`config.mk`:
```
export PLATFORM = sky130hd
export DESIGN_NAME = pc_ras_unit_flat
export DESIGN_NICKNAME = d
export VERILOG_FILES = /design/src/rtl/pc_ras_unit_if.sv /design/src/rtl/pc_ras_unit.sv /design/src/flat_wrapper.sv
export SDC_FILE = /design/constraint.sdc
export NUM_CORES = 1
export LEC_CHECK = 0
export ABC_AREA = 1
export ABC_CLOCK_PERIOD_IN_PS = 5150
export CAP_MARGIN = 20
export CORE_MARGIN = 5
export CORE_UTILIZATION = 60
export DETAILED_ROUTE_END_ITERATION = 10
export PLACE_DENSITY = 0.83
export SLEW_MARGIN = 20
export SYNTH_ARGS = -nofsm -noshare
export SYNTH_HDL_FRONTEND = slang
export SYNTH_SLANG_ARGS = --single-unit
```
`constraint.sdc`:
```
create_clock -name clk -period 5.15 [get_ports clk]
set_clock_uncertainty 0.1 [all_clocks]
set_input_delay 1.03 -clock clk [delete_from_list [all_inputs] [get_ports clk]]
set_output_delay 1.03 -clock clk [all_outputs]
set_load 0.005 [all_outputs]
```
`src/rtl/pc_ras_unit_if.sv`:
```
// rtl/pc_ras_unit_if.sv - control/status bundle between the fetch-stage PC unit and its sequencer
//
// Purpose: groups the request inputs and status outputs of pc_ras_unit.
// Modports:
//   master - request side: drives stall/jump/branch/call/ret/clr_err/target_addr,
//            observes pc_out, ras_top, ras_count, ras_full, ras_empty,
//            ras_overflow, ras_underflow (and redirect/prev_pc when built in).
//   slave  - the PC unit itself (directions reversed).
// Optional feature macro: PC_RAS_REDIRECT_EN adds redirect and prev_pc.
interface pc_ras_unit_if #(
  parameter int ADDR_W    = 16,
  parameter int RAS_DEPTH = 8
);
  localparam int CNT_W = $clog2(RAS_DEPTH) + 1;

  logic              stall;
  logic              jump;
  logic              branch;
  logic              call;
  logic              ret;
  logic              clr_err;
  logic [ADDR_W-1:0] target_addr;
  logic [ADDR_W-1:0] pc_out;
  logic [ADDR_W-1:0] ras_top;
  logic [CNT_W-1:0]  ras_count;
  logic              ras_full;
  logic              ras_empty;
  logic              ras_overflow;
  logic              ras_underflow;
`ifdef PC_RAS_REDIRECT_EN
  logic              redirect;
  logic [ADDR_W-1:0] prev_pc;

  modport master (
    output stall, jump, branch, call, ret, clr_err, target_addr,
    input  pc_out, ras_top, ras_count, ras_full, ras_empty,
           ras_overflow, ras_underflow, redirect, prev_pc
  );
  modport slave (
    input  stall, jump, branch, call, ret, clr_err, target_addr,
    output pc_out, ras_top, ras_count, ras_full, ras_empty,
           ras_overflow, ras_underflow, redirect, prev_pc
  );
`else
  modport master (
    output stall, jump, branch, call, ret, clr_err, target_addr,
    input  pc_out, ras_top, ras_count, ras_full, ras_empty,
           ras_overflow, ras_underflow
  );
  modport slave (
    input  stall, jump, branch, call, ret, clr_err, target_addr,
    output pc_out, ras_top, ras_count, ras_full, ras_empty,
           ras_overflow, ras_underflow
  );
`endif
endinterface

```
`src/rtl/pc_ras_unit.sv`:
```
// rtl/pc_ras_unit.sv - parametrised program counter with integrated return-address stack
//
// Purpose: fetch-stage PC. Each cycle applies the single highest-priority request
// (stall > jump > branch > call > ret > sequential). CALL pushes pc_out+INC onto
// an internal circular stack and RET pops it; overflow/underflow are sticky.
// Ports:
//   clk    - rising-edge clock
//   reset  - asynchronous, active-high reset
//   bus    - pc_ras_unit_if.slave: requests in (stall, jump, branch, call, ret,
//            clr_err, target_addr), status out (pc_out, ras_top, ras_count,
//            ras_full, ras_empty, ras_overflow, ras_underflow)
// Optional feature macro: PC_RAS_REDIRECT_EN adds redirect (one-cycle pulse after
// any redirecting request takes effect) and prev_pc (PC before last update).
module pc_ras_unit #(
  parameter int                ADDR_W    = 16,
  parameter int                RAS_DEPTH = 8,
  parameter logic [ADDR_W-1:0] RESET_VEC = '0,
  parameter logic [ADDR_W-1:0] INC       = ADDR_W'(1)
) (
  input logic           clk,
  input logic           reset,
  pc_ras_unit_if.slave  bus
);
  localparam int PTR_W = $clog2(RAS_DEPTH);
  localparam int CNT_W = PTR_W + 1;

  logic [ADDR_W-1:0] pc_q, pc_d;
  logic [PTR_W-1:0]  sp_q, sp_d;
  logic [CNT_W-1:0]  cnt_q, cnt_d;
  logic              ovf_q, ovf_d;
  logic              unf_q, unf_d;
  logic              push;
  logic              redir;
  logic [ADDR_W-1:0] stack [RAS_DEPTH];

  logic [ADDR_W-1:0] pc_inc;
  logic [PTR_W-1:0]  top_idx;
  logic              full;
  logic              empty;
  logic [ADDR_W-1:0] top_val;

  assign pc_inc  = pc_q + INC;
  // sp_q points at the next free slot; PTR_W-bit subtraction wraps mod RAS_DEPTH.
  assign top_idx = sp_q - 1'b1;
  assign full    = (cnt_q == CNT_W'(RAS_DEPTH));
  assign empty   = (cnt_q == '0);
  assign top_val = empty ? '0 : stack[top_idx];

  always_comb begin
    pc_d  = pc_inc;
    sp_d  = sp_q;
    cnt_d = cnt_q;
    ovf_d = ovf_q;
    unf_d = unf_q;
    push  = 1'b0;
    redir = 1'b0;
    // Clear first so a setting event later in this block overrides it.
    if (bus.clr_err) begin
      ovf_d = 1'b0;
      unf_d = 1'b0;
    end
    if (bus.stall) begin
      pc_d = pc_q;
    end else if (bus.jump || bus.branch) begin
      pc_d  = bus.target_addr;
      redir = 1'b1;
    end else if (bus.call) begin
      pc_d  = bus.target_addr;
      push  = 1'b1;
      sp_d  = sp_q + 1'b1;
      redir = 1'b1;
      // When full the write lands on the oldest entry; count saturates.
      if (full) ovf_d = 1'b1;
      else      cnt_d = cnt_q + 1'b1;
    end else if (bus.ret) begin
      redir = 1'b1;
      if (empty) begin
        unf_d = 1'b1;
      end else begin
        pc_d  = top_val;
        sp_d  = top_idx;
        cnt_d = cnt_q - 1'b1;
      end
    end
  end

  always_ff @(posedge clk or posedge reset) begin
    if (reset) begin
      pc_q  <= RESET_VEC;
      sp_q  <= '0;
      cnt_q <= '0;
      ovf_q <= 1'b0;
      unf_q <= 1'b0;
    end else begin
      pc_q  <= pc_d;
      sp_q  <= sp_d;
      cnt_q <= cnt_d;
      ovf_q <= ovf_d;
      unf_q <= unf_d;
    end
  end

  // Stack storage has no reset; entries are only read below the count.
  always_ff @(posedge clk) begin
    if (push && !reset) stack[sp_q] <= pc_inc;
  end

  assign bus.pc_out        = pc_q;
  assign bus.ras_top       = top_val;
  assign bus.ras_count     = cnt_q;
  assign bus.ras_full      = full;
  assign bus.ras_empty     = empty;
  assign bus.ras_overflow  = ovf_q;
  assign bus.ras_underflow = unf_q;

`ifdef PC_RAS_REDIRECT_EN
  logic              redirect_q;
  logic [ADDR_W-1:0] prev_pc_q;

  // redir is only raised on non-stalled cycles, so a stall yields redirect = 0.
  always_ff @(posedge clk or posedge reset) begin
    if (reset) begin
      redirect_q <= 1'b0;
      prev_pc_q  <= '0;
    end else begin
      redirect_q <= redir;
      if (!bus.stall) prev_pc_q <= pc_q;
    end
  end

  assign bus.redirect = redirect_q;
  assign bus.prev_pc  = prev_pc_q;
`else
  logic unused_redir;
  assign unused_redir = redir;
`endif
endmodule
```
`src/flat_wrapper.sv`:
```
// flat-port wrapper written by rule: the top's interface ports become plain ports
module pc_ras_unit_flat 
#(
  parameter int                ADDR_W    = 16,
  parameter int                RAS_DEPTH = 8,
  parameter logic [ADDR_W-1:0] RESET_VEC = '0,
  parameter logic [ADDR_W-1:0] INC       = ADDR_W'(1)
)
  (clk, reset, bus_stall, bus_jump, bus_branch, bus_call, bus_ret, bus_clr_err, bus_target_addr, bus_pc_out, bus_ras_top, bus_ras_count, bus_ras_full, bus_ras_empty, bus_ras_overflow, bus_ras_underflow);
  pc_ras_unit_if #(.ADDR_W(ADDR_W), .RAS_DEPTH(RAS_DEPTH)) bus_i ();
  input logic clk;
  input logic reset;
  input wire logic [$bits(bus_i.stall)-1:0] bus_stall;
  input wire logic [$bits(bus_i.jump)-1:0] bus_jump;
  input wire logic [$bits(bus_i.branch)-1:0] bus_branch;
  input wire logic [$bits(bus_i.call)-1:0] bus_call;
  input wire logic [$bits(bus_i.ret)-1:0] bus_ret;
  input wire logic [$bits(bus_i.clr_err)-1:0] bus_clr_err;
  input wire logic [$bits(bus_i.target_addr)-1:0] bus_target_addr;
  output wire logic [$bits(bus_i.pc_out)-1:0] bus_pc_out;
  output wire logic [$bits(bus_i.ras_top)-1:0] bus_ras_top;
  output wire logic [$bits(bus_i.ras_count)-1:0] bus_ras_count;
  output wire logic [$bits(bus_i.ras_full)-1:0] bus_ras_full;
  output wire logic [$bits(bus_i.ras_empty)-1:0] bus_ras_empty;
  output wire logic [$bits(bus_i.ras_overflow)-1:0] bus_ras_overflow;
  output wire logic [$bits(bus_i.ras_underflow)-1:0] bus_ras_underflow;
  assign bus_i.stall = bus_stall;
  assign bus_i.jump = bus_jump;
  assign bus_i.branch = bus_branch;
  assign bus_i.call = bus_call;
  assign bus_i.ret = bus_ret;
  assign bus_i.clr_err = bus_clr_err;
  assign bus_i.target_addr = bus_target_addr;
  assign bus_pc_out = bus_i.pc_out;
  assign bus_ras_top = bus_i.ras_top;
  assign bus_ras_count = bus_i.ras_count;
  assign bus_ras_full = bus_i.ras_full;
  assign bus_ras_empty = bus_i.ras_empty;
  assign bus_ras_overflow = bus_i.ras_overflow;
  assign bus_ras_underflow = bus_i.ras_underflow;
  pc_ras_unit #(.ADDR_W(ADDR_W), .RAS_DEPTH(RAS_DEPTH), .RESET_VEC(RESET_VEC), .INC(INC)) u_core (.clk(clk), .reset(reset), .bus(bus_i));
endmodule
```
# == Yosys cells after proc, flatten, opt, wreduce, memory -nomap -nowiden ==
# Memories as Yosys holds them, arrays and structs flattened.
# Index checks and enable logic that the tools add are counted.
# totals
mem_bits_rw,128
word_cells,51
in_bits,24
memories,1
regBits,25
# mem_list
memory,words,width,rd,rd_ports_with_merged_regs,write_ports,line_no,rtl
u_core.stack,8,16,1,0,1,pc_ras_unit.sv:34,logic [ADDR_W-1:0] stack [RAS_DEPTH];
# op_classes
n_reduce_logical,7
n_mux,28
bitwise_logic,2
n_eq_ne,3
add_sub_neg,5
# op_table
op,count
$mux W16,5
$add A16 B1 Y16 const B,1
$mux W1,16
$mux W4,4
$mux W3,3
$reduce_and A5 Y1,1
$add A4 B1 Y4 const B,1
$eq A4 B4 Y1 const B,1
$logic_not A4 Y1,1
$ne A2 B2 Y1 const B,2
$reduce_and A4 Y1,1
$sub A4 B1 Y4 const B,1
$add A3 B1 Y3 const B,1
$sub A3 B1 Y3 const B,1
$not A1 Y1,2
$reduce_bool A2 Y1,1
$logic_and A1 B1 Y1,1
$logic_not A1 Y1,1
$logic_or A1 B1 Y1,1

# == Logic depth before layout (Yosys ltp) ==
# Gate-level depths: netlist of the first run.
# An unclocked memory read counts as a cell.
# depth
depth_word,7
depth_mapped,14
mapped_depth_nobuf,10

# == Least setup slack after synthesis of the first run ==
# No wires, ideal clock.
# synth_timing
kind,input-to-reg
start,in bus_stall
end,mem u_core.stack[6][0] (enable)
path_slack_ps,1770
t_arrival_ps,2870
path_buffers,1
cell_stages,6
setup_ps,409
required_time_ps,4641
path_cell_list,buf_2 -> clkinv_1 -> nand2_1 -> nor3_1 -> nand2_1 -> nor3_1
# synth_between
elab_chain_len,4
# synth_rtl
element,line_no,rtl
start: declaration,flat_wrapper.sv:13,input wire logic [$bits(bus_i.stall)-1:0] bus_stall;
$mux W1,pc_ras_unit.sv:62,if (bus.stall) begin
$logic_and A1 B1 Y1,pc_ras_unit.sv:105,if (push && !reset) stack[sp_q] <= pc_inc;
$mux W1,pc_ras_unit.sv:105,
$mux W1 (not written as such),pc_ras_unit.sv:105,
end: declaration,pc_ras_unit.sv:34,
# No other way between the ends.

# == Worst setup path in the final report of the first run ==
# layout_timing
start,reg u_core.sp_q[1]
end,out bus_ras_top[1]
# layout_between
elab_chain_len,3
# layout_rtl
element,line_no,rtl
start: declaration,pc_ras_unit.sv:28,"logic [PTR_W-1:0] sp_q, sp_d;"
start signal: assignment,pc_ras_unit.sv:96,sp_q <= sp_d;
$sub A3 B1 Y3,pc_ras_unit.sv:44,assign top_idx = sp_q - 1'b1;
$mem_v2 Z8 W16,n/a,
$mux W16,pc_ras_unit.sv:47,assign top_val = empty ? '0 : stack[top_idx];
end: declaration,flat_wrapper.sv:21,output wire logic [$bits(bus_i.ras_top)-1:0] bus_ras_top;
# No other way between the ends.

==> results.py, run 1 <==
metrics = {
    "final_layout": {
        "area_delta_synth_final_pct": 17.7,
        "antenna_cells": 0,
        "nets": 858,
        "layout-drive-gt1-share_pct": 5.47,
        "utilization_pct": 71.3,
        "fillCellCount": 842,
    },
    "clocking": {
        "clock_latency_ps": 420,
        "h-tree-depth": 4,
        "root_buffer": "clkbuf_16",
        "clkTransAtPathRegs_ps": 60,
        "clock-sinks": 153,
        "post-cts-setup-buffers": 0,
        "cts_buffer_depth": 2,
        "cts_resized": 0,
        "hold_buffers": 0,
        "tritoncts": "yes",
        "cts_buffers": 17,
    },
    "global_route": {
        "antenna_found_initial": 0,
        "grt_pass1_wl_um": 29100,
        "grt_overflow": 0,
        "grt_max_degree": 68,
        "grtUsageTotal_pct": 26.5,
        "grt_pass1_vias": 5566,
    },
    "sta": {
        "fin_crit_sh_pct": 90.5,
        "layout_setup_ws_ps": 489,
        "rsz0062_at_grt": "false",
        "hold_viol": 0,
        "slew_headroom_pct": 27.3,
        "finalSetupTns_ps": 0,
        "setup-violations-final": 0,
        "report.final.slew_viol_count": 0,
        "period_minus_slack_ps": 4660,
        "worst_pin_slew_ps": 1080,
        "fmax_mhz": 215,
    },
    "routing": {
        "wl_met2_um": 8550,
        "drtIter0Drc": 773,
        "routed.top_layer": "met4",
        "drtPass1Iterations": 6,
        "dr_wl_met3_um": 1900,
        "drtAntennaViolNets": 0,
        "wl_per_cell_um": 18.5,
        "routedLengthMet1_um": 7530,
        "vias": 5763,
        "drc": 0,
        "wl_um": 18300,
        "drt-vias-per-instance": 5.83,
    },
    "logic_synthesis": {
        "ys.flop_type": "edfxtp_1",
        "synthMuxAreaShare_pct": 0,
        "ys_async_sr_fraction_pct": 16.3,
        "synth_top_area_share_pct": 53.5,
        "ys_types": 28,
        "synth_top_family_by_area": "simple AND/OR/NAND/NOR gates",
        "synth.largest_area_cell": "edfxtp_1",
        "synth_compound_area_share_pct": 6.46,
        "ys_ff_latch": 153,
        "yosys_warnings": 0,
        "syn_area_um2": 7190,
        "synthSimpleGateAreaFrac_pct": 22.6,
        "ys_top_cells_by_area": "edfxtp_1 (53%), nand2_1 (9.3%), dfrtp_1 (8.7%)",
        "synth_fa_ha_area_share_pct": 1.15,
        "synthMostInstantiatedCell": "nand2_1",
        "ys_seq_area_share_pct": 62.2,
        "synth_edf_count": 128,
        "ys_top_cells_by_count": "nand2_1 (179), nor2_1 (133), edfxtp_1 (128), nand3_1 (80), inv_1 (73)",
        "synthXorXnorAreaFrac_pct": 1.18,
        "syn_avg_cell_area_um2": 9.35,
        "synthCells": 769,
        "syn-num-nets": 799,
    },
    "placement": {
        "portBuffers": 63,
        "gp_congestion": 0.921,
        "dpl.hpwl_um": 12200,
        "dp_slack_ps": 966,
    },
    "power": {
        "ir_worst_vdd_v": 0.000341,
        "power_density_nw_per_um2": 600,
        "total_power_uw": 5080,
        "leakagePower_uw": 0.00344,
    },
    "floorplanning": {
        "fp.dieArea_um2": 14300,
        "core-area_um2": 11900,
        "ioPinCount": 64,
        "die_h_um": 119,
        "die_w_um": 119,
        "row_count": 40,
        "start_util_pct": 60.6,
    },
    "min_path": {
        "min_to": "u_core.bus.ras_overflow$_DFF_PP0_",
        "hp-start": "u_core.bus.ras_overflow$_DFF_PP0_",
        "min_path_type": "flip-flop to flip-flop",
        "min_path_cells": 2,
    },
    "outcome": {
        "status": "completed",
    },
    "setup_path": {
        "r2r-end": "u_core.bus.pc_out[3]$_DFFE_PP0N_",
        "worstSetupStartpointType": "flip-flop",
        "startpoint": "u_core.sp_q[1]$_DFFE_PP0P_",
        "crit_path_end_kind": "output port",
        "worstPathMaxFanout": 34,
        "critical_path_required_ps": 4020,
        "reg2reg_slack_ps": 2130,
        "r2r-start": "u_core.sp_q[1]$_DFFE_PP0P_",
        "critPathArrivalTime_ps": 3530,
        "path_class": "flip-flop to output port",
        "rr_worst_depth": 11,
    },
    "job": {
        "maxCapViolations": 0,
    },
}
metal layers:
metal / vias up / GRT usage (%)
li1: 2652 / -
met1: 2721 / 38.0
met2: 355 / 41.6
met3: 35 / 5.22
met4: 0 / 7.59
met5: - / 0
placed cells by master, fill, tap and decap left out, types with 2 or more instances in the layout:
cell type	instances
nand3_1	80
a21oi_1	37
nand2_1	179
nor2_1	133
buf_4	11
clkbuf_16	17
inv_1	72
clkbuf_1	3
xnor2_1	3
clkinv_1	7
ha_1	5
o21ai_0	50
dfrtp_1	24
clkinv_4	2
clkdlybuf4s50_1	63
or2_2	2
xor2_1	3
nand4_1	3
edfxtp_1	128
nor3_2	2
nor3_1	2
clkinvlp_4	4
critical path, stage by stage, from the launching register on:
cell	delay (ps)
dfrtp_1	370
inv_1	130
ha_1	300
buf_4	360
inv_1	590
nor2_1	290
o21ai_0	160
nand3_1	130
nand2_1	120
nor2_1	110
clkdlybuf4s50_1	520
report_power, final:
group	switching (µW)	internal [µW]	leakage [µW]	total, µW
Combinational	1500	928	0.00176	2430
Clock	476	660	0.000249	1140
Sequential	70.6	1440	0.00144	1510
kinds of logic after synthesis:
family,after synthesis
simple gates,401
flops,153
buf+inv,111
compound gates,90
xor+xnor,8
fa+ha+maj,6
per-stage QoR:
stage               cells  hold WS [ps]  instance area [µm²]
finish                988           421                 8460
global route          988           462                 8460
CTS                   988           414                 8460
detailed placement    956           397                 7920
global placement      956           386                 7920
floorplan             769           375                 7190
sequential cells by signal (all words and copies together), names as in the netlist:
register and cells:
u_core.bus.pc_out 16, u_core.bus.ras_overflow 1, u_core.stack 128, u_core.sp_q 3, u_core.bus.ras_underflow 1, u_core.bus.ras_count 4
worst max-delay path by stage:
stage,depth (start not counted),slack (ps),end
global placement,7,1100,u_core.stack[6][13]$_DFFE_PP_
finish,10,490,bus_ras_top[1]
global route,10,260,bus_ras_top[3]
CTS,10,520,bus_ras_top[3]
floorplan,6,1770,u_core.stack[6][0]$_DFFE_PP_
detailed placement,7,970,u_core.stack[6][13]$_DFFE_PP_
area by class of cell:
class | instances | area, µm² | share of cell area, %
Tap cell | 147 | 184 | 2.17
Timing Repair Buffer | 74 | 713 | 8.43
Sequential cell | 153 | 4470 | 52.8
Clock buffer | 20 | 437 | 5.16
Clock inverter | 12 | 103 | 1.21
Inverter | 77 | 289 | 3.42
Multi-Input combinational cell | 505 | 2260 | 26.8
(Power assumes the default switching activity.)
==> run 2, diff against run 1 <==
--- a/config.mk
+++ b/config.mk
@@ -16,3 +16,4 @@
 export SYNTH_ARGS = -nofsm -noshare
 export SYNTH_HDL_FRONTEND = slang
 export SYNTH_SLANG_ARGS = --single-unit
+export TNS_END_PERCENT = 20
==> constraint.sdc (replaced) <==
create_clock -name clk -period 5.15 [get_ports clk]
set_clock_uncertainty 0.1 [all_clocks]
set_input_delay 1.03 -clock clk [delete_from_list [all_inputs] [get_ports clk]]
set_output_delay 1.03 -clock clk [all_outputs]
set_load 0.1 [all_outputs]
==> results.py, run 2 (synthesis gave the netlist of run 1 again) <==
metrics = {
    "floorplanning": {
        "die_w_um": 119,
        "ioPinCount": 64,
        "die_h_um": 119,
        "core-area_um2": 11900,
        "fp.dieArea_um2": 14300,
        "start_util_pct": 60.6,
        "row_count": 40,
    },
    "final_layout": {
        "largest_reg_flops": 128,
        "largest_register": "u_core.stack",
        "fillCellCount": 808,
        "layout-drive-gt1-share_pct": 8.07,
        "fin_area_um2": 8730,
        "most-common-layout-cells": "nand2_1 (179), nor2_1 (133), edfxtp_1 (128), nand3_1 (80), inv_1 (73)",
        "layout_commonest_cell": "nand2_1",
        "utilization_pct": 73.6,
        "nets": 860,
        "area_delta_synth_final_pct": 21.4,
        "antenna_cells": 0,
    },
    "sta": {
        "fmax_mhz": 241,
        "hold_viol": 0,
        "slew_headroom_pct": 28.1,
        "setup-violations-final": 0,
        "layout_setup_ws_ps": 1000,
        "worst_pin_slew_ps": 1080,
        "report.final.slew_viol_count": 0,
        "finalSetupTns_ps": 0,
        "fin_crit_sh_pct": 80.6,
        "period_minus_slack_ps": 4150,
        "rsz0062_at_grt": "false",
    },
    "routing": {
        "drtAntennaViolNets": 0,
        "drc": 0,
        "routedLengthMet1_um": 7860,
        "drt-vias-per-instance": 5.93,
        "routed.top_layer": "met4",
        "wl_per_cell_um": 20.6,
        "drtPass1Iterations": 7,
        "dr_wl_met3_um": 2250,
        "wl_met2_um": 9570,
        "drtIter0Drc": 828,
        "vias": 5872,
        "wl_um": 20400,
    },
    "outcome": {
        "status": "completed",
    },
    "global_route": {
        "grt_pass1_wl_um": 32100,
        "grt_overflow": 0,
        "grtUsageTotal_pct": 30.0,
        "grt_max_degree": 68,
        "grt_pass1_vias": 5740,
        "antenna_found_initial": 0,
    },
    "setup_path": {
        "crit_path_end_kind": "output port",
        "worstPathMaxFanout": 33,
        "critPathArrivalTime_ps": 3020,
        "path_class": "flip-flop to output port",
        "critical_path_required_ps": 4020,
        "worstSetupStartpointType": "flip-flop",
    },
    "placement": {
        "portBuffers": 63,
        "dp_slack_ps": 1380,
        "placed_area_um2": 8090,
        "dpl.hpwl_um": 13700,
        "gp_congestion": 0.976,
    },
    "clocking": {
        "cts_resized": 0,
        "root_buffer": "clkbuf_16",
        "h-tree-depth": 4,
        "clkTransAtPathRegs_ps": 60,
        "clock-sinks": 153,
        "post-cts-setup-buffers": 0,
        "hold_buffers": 0,
        "tritoncts": "yes",
        "clock_latency_ps": 430,
        "cts_buffer_depth": 2,
        "cts_buffers": 17,
    },
    "job": {
        "maxCapViolations": 0,
    },
    "min_path": {
        "min_path_type": "flip-flop to flip-flop",
    },
}
-- run 2: changes by cell type in the layout (fill, tap and decap cells not counted), sizes merged --
cell / delta
clkbuf: -2
clkdlybuf4s50: -16
clkinv: +1
clkinvlp: -3
buf: +18
inv: +1
bufinv: +3
-- run 2: layout make-up --
type	count	area, µm²	share of cell area, %
Multi-Input combinational cell	505	2260	25.9
Sequential cell	153	4470	51.2
Clock inverter	14	198	2.26
Tap cell	147	184	2.11
Inverter	77	289	3.31
Clock buffer	18	429	4.92
Timing Repair Buffer	76	896	10.3
-- run 2: routing by layer --
layer / GRT usage, % / vias to the layer above
li1: - / 2664
met1: 40.1 / 2755
met2: 46.2 / 402
met3: 8.74 / 51
met4: 12.5 / 0
met5: 0 / -
-- run 2: metrics by stage --
stage / hold slack (ps) / instances
after floorplan: 508 / 769
after global placement: 391 / 957
after detailed placement: 377 / 957
after CTS: 400 / 989
after global routing: 417 / 990
final: 401 / 990
-- run 2: worst max-delay path, stage by stage, from the launching register on --
cell     delay, ps
dfrtp_1        410
inv_1          190
ha_1           280
inv_1          780
nor2_1         150
o21ai_0        200
nand3_1        180
nand2_1        150
nor2_1          80
buf_12         170
-- run 2: path summary, 6_finish.rpt --
path                                                    start                                 end  slack, ps  cells after the start
max reg2reg                        u_core.sp_q[1]$_DFFE_PP0P_    u_core.bus.pc_out[1]$_DFFE_PP0N_       2370                     10
min reg2reg                u_core.bus.ras_underflow$_DFF_PP0_  u_core.bus.ras_underflow$_DFF_PP0_        400                      2
min                        u_core.bus.ras_underflow$_DFF_PP0_  u_core.bus.ras_underflow$_DFF_PP0_        400                      2
max                                u_core.sp_q[1]$_DFFE_PP0P_                      bus_ras_top[1]       1000                      9
min in group asynchronous                               reset   u_core.bus.ras_overflow$_DFF_PP0_        890                      2
max in group asynchronous                               reset    u_core.bus.pc_out[8]$_DFFE_PP0N_       3590                      3
Power of run 2 is left out: the tool's default activity adds up to more than one toggle a clock period on the data nets, which glitch-free logic cannot reach.
==> run 3, diff against run 2 <==
--- a/config.mk
+++ b/config.mk
@@ -6,12 +6,12 @@
 export NUM_CORES = 1
 export LEC_CHECK = 0
 export ABC_AREA = 1
-export ABC_CLOCK_PERIOD_IN_PS = 5150
+export ABC_CLOCK_PERIOD_IN_PS = 3900
 export CAP_MARGIN = 20
 export CORE_MARGIN = 5
-export CORE_UTILIZATION = 60
+export CORE_UTILIZATION = 58
 export DETAILED_ROUTE_END_ITERATION = 10
-export PLACE_DENSITY = 0.83
+export PLACE_DENSITY = 0.8
 export SLEW_MARGIN = 20
 export SYNTH_ARGS = -nofsm -noshare
 export SYNTH_HDL_FRONTEND = slang
==> constraint.sdc (replaced) <==
create_clock -name clk -period 3.9 [get_ports clk]
set_clock_uncertainty 0.1 [all_clocks]
set_input_delay 0.78 -clock clk [delete_from_list [all_inputs] [get_ports clk]]
set_output_delay 0.78 -clock clk [all_outputs]
set_load 0.1 [all_outputs]
==> results.py, run 3 (synthesis gave the netlist of run 1 again) <==
metrics = {
    "sta": {
        "worst_pin_slew_ps": 1010,
        "fin_crit_sh_pct": 93.8,
        "fmax_mhz": 273,
        "report.final.slew_viol_count": 0,
        "hold_viol": 0,
        "period_minus_slack_ps": 3660,
        "rsz0062_at_grt": "false",
        "finalSetupTns_ps": 0,
        "layout_setup_ws_ps": 240,
        "setup-violations-final": 0,
        "slew_headroom_pct": 32.3,
    },
    "min_path": {
        "hp-start": "u_core.bus.ras_underflow$_DFF_PP0_",
        "min_path_type": "flip-flop to flip-flop",
        "min_path_cells": 2,
        "min_to": "u_core.bus.ras_underflow$_DFF_PP0_",
    },
    "floorplanning": {
        "fp.dieArea_um2": 14700,
        "ioPinCount": 64,
        "die_h_um": 121,
        "row_count": 40,
        "start_util_pct": 59.6,
        "core-area_um2": 12100,
        "die_w_um": 121,
    },
    "setup_path": {
        "r2r-start": "u_core.sp_q[1]$_DFFE_PP0P_",
        "crit_chain": "inv_1 -> ha_1 -> inv_1 -> buf_12 -> nor2_1 -> o21ai_0 -> nand3_1 -> nand2_1 -> nor2_1 -> buf_12",
        "critPathTopFamily": "buffers and inverters",
        "cp_num_buf_inv": 4,
        "path_class": "flip-flop to output port",
        "r2r-end": "u_core.bus.pc_out[7]$_DFFE_PP0N_",
        "critPathArrivalTime_ps": 2780,
        "critical_path_required_ps": 3020,
        "crit_path_end_kind": "output port",
        "slowest_stage": "dfrtp_1",
        "worstPathMaxFanout": 24,
        "critPathMaxStageDelay_ps": 400,
        "reg2reg_slack_ps": 1370,
        "rr_worst_depth": 11,
        "worstSetupStartpointType": "flip-flop",
    },
    "placement": {
        "dpl.hpwl_um": 13000,
        "dp_slack_ps": 763,
        "portBuffers": 63,
        "placed_area_um2": 8230,
        "gp_congestion": 0.927,
    },
    "final_layout": {
        "most-common-layout-cells": "nand2_1 (179), edfxtp_1 (128), nor2_1 (124), nand3_1 (80), inv_1 (73)",
        "largest_reg_flops": 128,
        "area_delta_synth_final_pct": 22.1,
        "nets": 866,
        "utilization_pct": 72.7,
        "largest_register": "u_core.stack",
        "layout_commonest_cell": "nand2_1",
        "fin_area_um2": 8770,
        "layout-drive-gt1-share_pct": 10.6,
    },
    "clocking": {
        "clkTransAtPathRegs_ps": 60,
        "cts_buffer_depth": 2,
        "tritoncts": "yes",
        "hold_buffers": 0,
        "cts_buffers": 17,
        "post-cts-setup-buffers": 0,
        "cts_resized": 0,
        "h-tree-depth": 4,
        "root_buffer": "clkbuf_16",
        "clock_latency_ps": 420,
        "clock-sinks": 153,
    },
    "job": {
        "maxCapViolations": 0,
    },
    "routing": {
        "drt-vias-per-instance": 5.81,
        "drtIter0Drc": 716,
        "drc": 0,
        "drtAntennaViolNets": 0,
        "wl_um": 19600,
        "vias": 5918,
        "wl_per_cell_um": 19.3,
        "drtPass1Iterations": 5,
    },
    "outcome": {
        "status": "completed",
    },
    "global_route": {
        "grt_pass1_wl_um": 31200,
        "grt_overflow": 0,
        "grt_pass1_vias": 5861,
        "antenna_found_initial": 0,
        "grtUsageTotal_pct": 28.0,
        "grt_max_degree": 68,
    },
}
-- run 3: per-stage QoR --
stage	instances	hold WS (ps)
final	1018	418
after global routing	1017	444
after CTS	1017	415
after detailed placement	985	383
after global placement	985	392
after floorplan	769	508
-- run 3: layout make-up --
class                   instances  area [µm²]
inverters                      77         289
repair buffers                 82         966
well taps                     168         210
clock inverters                15         119
diodes                          1        2.50
multi-input cells             505        2290
clock buffers                  17         425
fillers                       835        3290
flip-flops and latches        153        4480
-- run 3: worst max path at each step --
stage	startpoint	end	slack [ps]	depth (start not counted)
after floorplan	u_core.bus.ras_count[0]$_DFFE_PP0P_	bus_ras_top[13]	-220	5
after CTS	u_core.sp_q[1]$_DFFE_PP0P_	bus_ras_top[4]	320	10
final	u_core.sp_q[1]$_DFFE_PP0P_	bus_ras_top[4]	240	10
after global placement	bus_call	u_core.stack[2][12]$_DFFE_PP_	850	7
after global routing	u_core.sp_q[1]$_DFFE_PP0P_	bus_ras_top[4]	120	10
after detailed placement	bus_call	u_core.stack[2][11]$_DFFE_PP_	760	7
-- run 3: routing by layer --
metal	part of all wire (%)	vias to the layer above	global-route usage, %
met5	0	-	0
met4	1.8	0	8.33
met3	11	35	7.04
met2	48	422	44.1
met1	39	2789	38.6
li1	-	2672	-
-- run 3: worst reg2reg max path: stages (launching register included) --
cell     delay (ps)
dfrtp_1         400
inv_1           200
ha_1            290
inv_1           370
buf_12          250
nor2_1           60
o21ai_0         230
nand3_1         140
nand2_1         150
nand2_1          70
nand2_1         100
a21oi_1          60
Power of run 3 is left out for the same reason.
